$ cat config.mk
export PLATFORM = sky130hd
export DESIGN_NAME = d16_fetch_flat
export DESIGN_NICKNAME = d
export VERILOG_FILES = /design/src/rtl/d16_fetch_pkg.sv /design/src/rtl/d16_fetch_if.sv /design/src/rtl/d16_fifo.sv /design/src/rtl/d16_fetch.sv /design/src/flat_wrapper.sv
export SDC_FILE = /design/constraint.sdc
export NUM_CORES = 1
export LEC_CHECK = 0
export CAP_MARGIN = 20
export CORE_UTILIZATION = 64
export DETAILED_ROUTE_END_ITERATION = 7
export DONT_BUFFER_PORTS = 1
export HOLD_SLACK_MARGIN = 0.08
export PLACE_DENSITY = 0.9
export SYNTH_ARGS = -nofsm -noshare
export SYNTH_HDL_FRONTEND = slang
export SYNTH_SLANG_ARGS = --single-unit
export TNS_END_PERCENT = 20
$ cat constraint.sdc
create_clock -name sys_clk -period 5 [get_ports sys_clk]
set_input_delay 0.25 -clock sys_clk [delete_from_list [all_inputs] [get_ports sys_clk]]
set_output_delay 0.25 -clock sys_clk [all_outputs]
set_load 0.01 [all_outputs]
$ cat src/rtl/d16_fetch_pkg.sv
// Shared defaults for the d16 fetch unit: bus widths, queue depth, PC step and reset vector.
package d16_fetch_pkg;
  localparam int D16_ADDR_W     = 16;
  localparam int D16_INS_W      = 32;
  localparam int D16_DEPTH      = 4;
  localparam int D16_INS_STEP   = 4;
  localparam int D16_RESET_ADDR = 0;

  // Occupancy counter width: must be able to represent a completely full queue.
  function automatic int lvl_w(input int depth);
    return $clog2(depth) + 1;
  endfunction
endpackage

$ cat src/rtl/d16_fetch_if.sv
// Fetch unit bus: the instruction-memory read port, the jump input and the decode-side handshake.
interface d16_fetch_if
  import d16_fetch_pkg::*;
#(
  parameter int ADDR_W = D16_ADDR_W,
  parameter int INS_W  = D16_INS_W,
  parameter int DEPTH  = D16_DEPTH
) ();
  logic [ADDR_W-1:0]         ins_a;
  logic                      ins_re;
  logic [INS_W-1:0]          ins_di;
  logic                      jmp;
  logic [ADDR_W-1:0]         jmp_adr;
  logic                      out_valid;
  logic [INS_W-1:0]          out_ins;
  logic [ADDR_W-1:0]         out_pc;
  logic                      out_ready;
  logic [lvl_w(DEPTH)-1:0]   level;

  modport master (
    output ins_a, ins_re, out_valid, out_ins, out_pc, level,
    input  ins_di, jmp, jmp_adr, out_ready
  );

  modport slave (
    input  ins_a, ins_re, out_valid, out_ins, out_pc, level,
    output ins_di, jmp, jmp_adr, out_ready
  );
endinterface

$ cat src/rtl/d16_fifo.sv
// Synchronous FIFO with flush and a registered head; push-to-head latency 1 cycle.
// A push into a full queue is a caller error and is flagged in simulation.
module d16_fifo #(
  parameter int WIDTH = 48,
  parameter int DEPTH = 4
) (
  input  logic                       clk,
  input  logic                       rst_n,
  input  logic                       push,
  input  logic [WIDTH-1:0]           din,
  input  logic                       pop,
  input  logic                       flush,
  output logic [$clog2(DEPTH):0]     level,
  output logic                       valid,
  output logic [WIDTH-1:0]           head
);
  localparam int PTR_W = $clog2(DEPTH);
  localparam int LVL_W = PTR_W + 1;

  logic [WIDTH-1:0] mem [DEPTH];
  logic [PTR_W-1:0] wr_ptr;
  logic [PTR_W-1:0] rd_ptr;
  logic [LVL_W-1:0] count;
  logic             do_pop;

  assign do_pop = pop & (count != '0);

  // Flush wins over everything; a pop in the same cycle is already consumed downstream.
  always_ff @(posedge clk or negedge rst_n) begin
    if (!rst_n) begin
      for (int i = 0; i < DEPTH; i++) mem[i] <= '0;
      wr_ptr <= '0;
      rd_ptr <= '0;
      count  <= '0;
    end else if (flush) begin
      wr_ptr <= '0;
      rd_ptr <= '0;
      count  <= '0;
    end else begin
      if (push) begin
        mem[wr_ptr] <= din;
        wr_ptr      <= wr_ptr + PTR_W'(1);
      end
      if (do_pop) rd_ptr <= rd_ptr + PTR_W'(1);
      count <= count + LVL_W'(push) - LVL_W'(do_pop);
    end
  end

  assign level = count;
  assign valid = (count != '0);
  assign head  = mem[rd_ptr];

  push_not_full: assert property (@(posedge clk) disable iff (!rst_n)
    (push && !flush) |-> (count != LVL_W'(DEPTH)));
endmodule

$ cat src/rtl/d16_fetch.sv
// Prefetching instruction fetch: 2 cycles from issue (or jump) to out_valid, 1 instr/cycle sustained.
// Issues a read only when the queue has credit for it; a taken jump flushes and refetches.
module d16_fetch
  import d16_fetch_pkg::*;
#(
  parameter int                ADDR_W     = D16_ADDR_W,
  parameter int                INS_W      = D16_INS_W,
  parameter int                DEPTH      = D16_DEPTH,
  parameter int                STEP       = D16_INS_STEP,
  parameter logic [ADDR_W-1:0] RESET_ADDR = ADDR_W'(D16_RESET_ADDR)
) (
  input  logic           sys_clk,
  input  logic           sys_rst,
  d16_fetch_if.master    bus
);
  localparam int                LVL_W   = lvl_w(DEPTH);
  localparam logic [ADDR_W-1:0] STEP_A  = ADDR_W'(STEP);
  localparam logic [LVL_W:0]    DEPTH_C = (LVL_W+1)'(DEPTH);

  logic [ADDR_W-1:0]        fa;
  logic [ADDR_W-1:0]        req_pc;
  logic                     req_q;
  logic                     pop;
  logic                     push;
  logic                     issue;
  logic [LVL_W:0]           need;
  logic [LVL_W-1:0]         level;
  logic                     head_vld;
  logic [ADDR_W+INS_W-1:0]  head;

  assign pop = head_vld & bus.out_ready;

  // Slots already committed: queued words plus the one in flight, minus the word leaving now.
  assign need  = {1'b0, level} + (LVL_W+1)'(req_q) - (LVL_W+1)'(pop);
  assign issue = bus.jmp | (need < DEPTH_C);
  assign push  = req_q & ~bus.jmp;

  assign bus.ins_a  = bus.jmp ? bus.jmp_adr : fa;
  assign bus.ins_re = issue;

  always_ff @(posedge sys_clk or negedge sys_rst) begin
    if (!sys_rst) begin
      fa     <= RESET_ADDR;
      req_q  <= 1'b0;
      req_pc <= '0;
    end else begin
      req_q <= issue;
      if (issue) begin
        fa     <= bus.ins_a + STEP_A;
        req_pc <= bus.ins_a;
      end
    end
  end

  d16_fifo #(
    .WIDTH (ADDR_W + INS_W),
    .DEPTH (DEPTH)
  ) u_fifo (
    .clk   (sys_clk),
    .rst_n (sys_rst),
    .push  (push),
    .din   ({req_pc, bus.ins_di}),
    .pop   (pop),
    .flush (bus.jmp),
    .level (level),
    .valid (head_vld),
    .head  (head)
  );

  assign bus.out_valid              = head_vld;
  assign {bus.out_pc, bus.out_ins}  = head;
  assign bus.level                  = level;
endmodule

$ cat src/flat_wrapper.sv
// flat-port wrapper written by rule: the top's interface ports become plain ports
module d16_fetch_flat import d16_fetch_pkg::*;
#(
  parameter int                ADDR_W     = D16_ADDR_W,
  parameter int                INS_W      = D16_INS_W,
  parameter int                DEPTH      = D16_DEPTH,
  parameter int                STEP       = D16_INS_STEP,
  parameter logic [ADDR_W-1:0] RESET_ADDR = ADDR_W'(D16_RESET_ADDR)
)
  (sys_clk, sys_rst, bus_ins_a, bus_ins_re, bus_out_valid, bus_out_ins, bus_out_pc, bus_level, bus_ins_di, bus_jmp, bus_jmp_adr, bus_out_ready);
  d16_fetch_if #(.ADDR_W(ADDR_W), .INS_W(INS_W), .DEPTH(DEPTH)) bus_i ();
  input  logic sys_clk;
  input  logic sys_rst;
  output wire logic [$bits(bus_i.ins_a)-1:0] bus_ins_a;
  output wire logic [$bits(bus_i.ins_re)-1:0] bus_ins_re;
  output wire logic [$bits(bus_i.out_valid)-1:0] bus_out_valid;
  output wire logic [$bits(bus_i.out_ins)-1:0] bus_out_ins;
  output wire logic [$bits(bus_i.out_pc)-1:0] bus_out_pc;
  output wire logic [$bits(bus_i.level)-1:0] bus_level;
  input wire logic [$bits(bus_i.ins_di)-1:0] bus_ins_di;
  input wire logic [$bits(bus_i.jmp)-1:0] bus_jmp;
  input wire logic [$bits(bus_i.jmp_adr)-1:0] bus_jmp_adr;
  input wire logic [$bits(bus_i.out_ready)-1:0] bus_out_ready;
  assign bus_ins_a = bus_i.ins_a;
  assign bus_ins_re = bus_i.ins_re;
  assign bus_out_valid = bus_i.out_valid;
  assign bus_out_ins = bus_i.out_ins;
  assign bus_out_pc = bus_i.out_pc;
  assign bus_level = bus_i.level;
  assign bus_i.ins_di = bus_ins_di;
  assign bus_i.jmp = bus_jmp;
  assign bus_i.jmp_adr = bus_jmp_adr;
  assign bus_i.out_ready = bus_out_ready;
  d16_fetch #(.ADDR_W(ADDR_W), .INS_W(INS_W), .DEPTH(DEPTH), .STEP(STEP), .RESET_ADDR(RESET_ADDR)) u_core (.sys_clk(sys_clk), .sys_rst(sys_rst), .bus(bus_i));
endmodule
==> key figures <==
Synthesis
  – Mean post-synth cell area: 15.6 um2
  – Syn nets: between 700 and 800
  – Synthesized instance count: 673
  – Register area share after synthesis: 0.550
  – Synthesis Warnings: 0
  – Library cells used by synthesis: 39
  – Syn Std Cell Area: between 0.01 and 0.015 mm2
  – Synth Register Bits: between 200 and 250

GRT
  – Grt ovf: 0
  – Largest net degree at the start of global routing: 231
  – Number of global-route vias before repair: about 6600
  – All-Layer GR Usage: 0.277
  – Global-route wire length before repair: 35000 um
  – Initial antenna violation count: 0

Final layout
  – Fin nets: 764
  – Layout cells sized above 1: 0.453
  – Final non-filler cell area: between 0.01 and 0.015 mm2
  – Commonest non-fill, non-tap cell in the layout: dfrtp_1
  – Fillers: about 950
  – Number of diodes: 0
  – Most frequent cells in the layout: dfrtp_1 (228), mux2_2 (218), mux4_2 (48)
  – Area delta synth->final: 12.2%

Run status
  – Status: finished with violations
  – Failing checks: hold timing

CTS
  – Root buf cell: clkbuf_16
  – H-tree depth: 1
  – CTS max path bufs: 3
  – # clock sinks: 230
  – Setup Buffers After CTS: 0
  – Hold-fix buffers at CTS: 36
  – CTS tree: done
  – Post-CTS Resized: 0
  – Worst-skew pair later-pin latency: 0.49 ns
  – Reg clk slew, reported paths: about 0.060 ns
  – Num CTS Buffers: 23

Power and ir drop
  – Switching Fraction: 0.317
  – P_sw: between 2 and 3 mW
  – Sequential fraction of design power: 0.434
  – Pwr/cell area: slightly below 700 mW/mm2
  – Clock power share: 0.233
  – Combinational power share: 0.333
  – P_leak: ~5 nW
  – VDD IR-drop max: between 300 and 400 uV
  – Pint: approximately 5.4 mW

Routing
  – DR vias: approximately 5900
  – Vias per std cell: roughly 6.3
  – Drt wl/cell: between 20 and 25 um
  – Final WL: 22400 um
  – DRC viols: 0
  – Starting DRT DRC Count: between 300 and 400
  – First-pass iteration count of the detailed router: 5
  – Routed Antenna Nets: 0

Run
  – Maxcap violations: 0

Setup path
  – Crit-path cells: or3_1 -> and2_1 -> ha_1 -> inv_1 -> ha_1 -> and3b_1 -> o211a_1 -> nor3_4 -> buf_4 -> inv_1
  – Required @ worst endpoint: between 4 and 5 ns
  – Critical R2R Launch: u_core.u_fifo.level[1]$_DFF_PN0_
  – Crit path kind: flop to primary output
  – Worst endpoint data arrival time: ~4 ns
  – CP max-delay cell: nor3_4
  – CP peak stage delay: ~0.82 ns
  – Worst-path maximum fanout: 28
  – Critical path endpoint category: primary output
  – Critical path launch point: u_core.u_fifo.level[1]$_DFF_PN0_
  – Startpoint Class: flop

Timing
  – Final TNS setup: 0 ns
  – Final hold vios: 230
  – Final period util: 0.835
  – Worst-Margin Slew: 1.07 ns
  – Setup Viol. Count Final: 0
  – Slew Limit Fails: 0
  – Hold_ws: -0.542 ns
  – Unrepaired setup endpoints after global routing: false
  – Slew headroom: 0.287
  – Min Tclk post-route: between 4 and 5 ns
  – Fmax: ~240 MHz
  – Worst Skew: around 0.012 ns

Place
  – IO Port Bufs: 0
  – Placed Area: between 0.01 and 0.015 mm2
  – GPL Wtd Cong: between 0.8 and 0.9
  – Placed wire-length estimate: 13300 um

Floorplan
  – Die height: between 100 and 150 um
  – Row count: 46
  – Num ports: 121
  – DIE WIDTH: approximately 130 um
  – Die ar.: around 0.017 mm2
  – Effective utilization at floorplan: 0.657
  – Core area: roughly 0.016 mm2

Worst hold path
  – Hold Path Class: input port to asynchronous set/reset pin
-- final timing paths --
| kind | end | slack (ns) | cells past startpoint |
|---|---|---|---|
| max | bus_ins_re | 0.82 | 10 |
| min | u_core.u_fifo.mem[160]$_DFFE_PN0P_ | -0.54 | 0 |
| max reg2reg | u_core.fa[9]$_DFFE_PN0P_ | 1.43 | 10 |
| min in group sys_clk | u_core.fa[2]$_DFFE_PN0P_ | 0.11 | 2 |
| max in group asynchronous | u_core.u_fifo.rd_ptr[0]$_DFFE_PN0P_ | 5.28 | 0 |
| min reg2reg | u_core.u_fifo.mem[95]$_DFFE_PN0P_ | 0.50 | 1 |
-- layout make-up --
type	count	area (um2)	share of cell area
repair buffers	43	425	0.0362
flip-flops and latches	230	5760	0.491
inverters	14	52.6	0.00448
clock buffers	32	679	0.0579
well taps	216	270	0.0230
multi-input cells	389	4410	0.375
clock inverters	8	148	0.0126
-- through the flow --
step	total power [mW]	std cells	setup slack [ns]	hold WS [ns]	util
2_1_floorplan	5.39	673	2.24	-0.0456	-
3_3_place_gp	5.73	855	1.44	-0.0395	0.661
3_5_place_dp	6.01	855	1.34	-0.0410	0.661
4_1_cts	7.92	931	0.780	-0.569	0.735
5_1_grt	8.31	932	0.618	-0.571	0.736
6_report	7.92	932	0.824	-0.542	0.736
-- critical path, delay by kind of cell (launching register included) --
family	cells	cell delay, ns
adder cells (fa/ha/maj)	2	0.41
buffers and inverters	3	0.47
AO/OA/AOI/OAI	1	0.27
flip-flops	1	0.49
AND/OR/NAND/NOR	4	1.80
-- flip-flops by register name, indices dropped and copies added (netlist names) --
signal	flops
u_core.u_fifo.level	3
u_core.req_q	1
u_core.u_fifo.mem	192
u_core.u_fifo.wr_ptr	2
u_core.u_fifo.rd_ptr	2
u_core.fa	14
u_core.req_pc	16
-- power by group through the flow --
stage,logic [mW],clock network (mW),registers [mW]
after CTS,2.58,1.87,3.47
after global placement,2.38,0,3.35
final,2.64,1.85,3.44
after floorplan,2.25,0,3.14
after detailed placement,2.53,0,3.48
after global routing,2.82,1.95,3.53
-- routing by layer --
| metal | part of all wire | wire, um | vias to the layer above | track usage |
|---|---|---|---|---|
| met3 | 0.058 | 1310 | 39 | 0.0656 |
| met5 | 0 | 0 | - | 0 |
| met4 | 0.025 | 551 | 0 | 0.0855 |
| li1 | - | - | 2523 | - |
| met1 | 0.38 | 8590 | 3143 | 0.319 |
| met2 | 0.53 | 12000 | 181 | 0.510 |
-- cell usage after synthesis --
| cell type | n | area [um2] |
|---|---|---|
| a211oi_2 | 1 | 12.5 |
| a21oi_1 | 2 | 10.0 |
| a22oi_2 | 1 | 12.5 |
| and2_1 | 2 | 12.5 |
| and3b_1 | 1 | 8.76 |
| buf_1 | 3 | 11.3 |
| buf_2 | 21 | 105 |
| buf_4 | 4 | 30.0 |
| buf_6 | 9 | 101 |
| buf_8 | 1 | 15.0 |
| clkbuf_1 | 2 | 7.51 |
| dfrtp_1 | 230 | 5760 |
| fa_1 | 1 | 20.0 |
| ha_1 | 10 | 125 |
| inv_1 | 14 | 52.6 |
| mux2_2 | 218 | 2450 |
| mux2i_1 | 6 | 60.1 |
| mux4_2 | 48 | 1080 |
| nand2_1 | 30 | 113 |
| nand2b_1 | 3 | 18.8 |
| nand3_1 | 8 | 40.0 |
| nand3b_1 | 2 | 15.0 |
| nand4_1 | 5 | 31.3 |
| nand4_2 | 1 | 12.5 |
| nand4b_1 | 3 | 26.3 |
| nor2_1 | 6 | 22.5 |
| nor2_4 | 1 | 11.3 |
| nor2b_1 | 1 | 6.26 |
| nor3_2 | 1 | 10.0 |
| nor4_4 | 1 | 21.3 |
| o2111ai_1 | 1 | 8.76 |
| o211a_1 | 1 | 10.0 |
| o21ai_0 | 11 | 55.1 |
| o21ai_1 | 2 | 10.0 |
| o22ai_1 | 3 | 18.8 |
| or2_2 | 1 | 6.26 |
| or3_1 | 1 | 6.26 |
| xnor2_1 | 9 | 78.8 |
| xor2_1 | 8 | 70.1 |
-- logic make-up after synthesis --
kind of cell | count (synthesis) | synth area share
buf+inv | 54 | 0.0308
flops | 230 | 0.550
compound gates | 22 | 0.0131
simple gates | 67 | 0.0345
xor+xnor | 17 | 0.0142
fa+ha+maj | 11 | 0.0139
mux | 272 | 0.344
(Power assumes the default switching activity.)
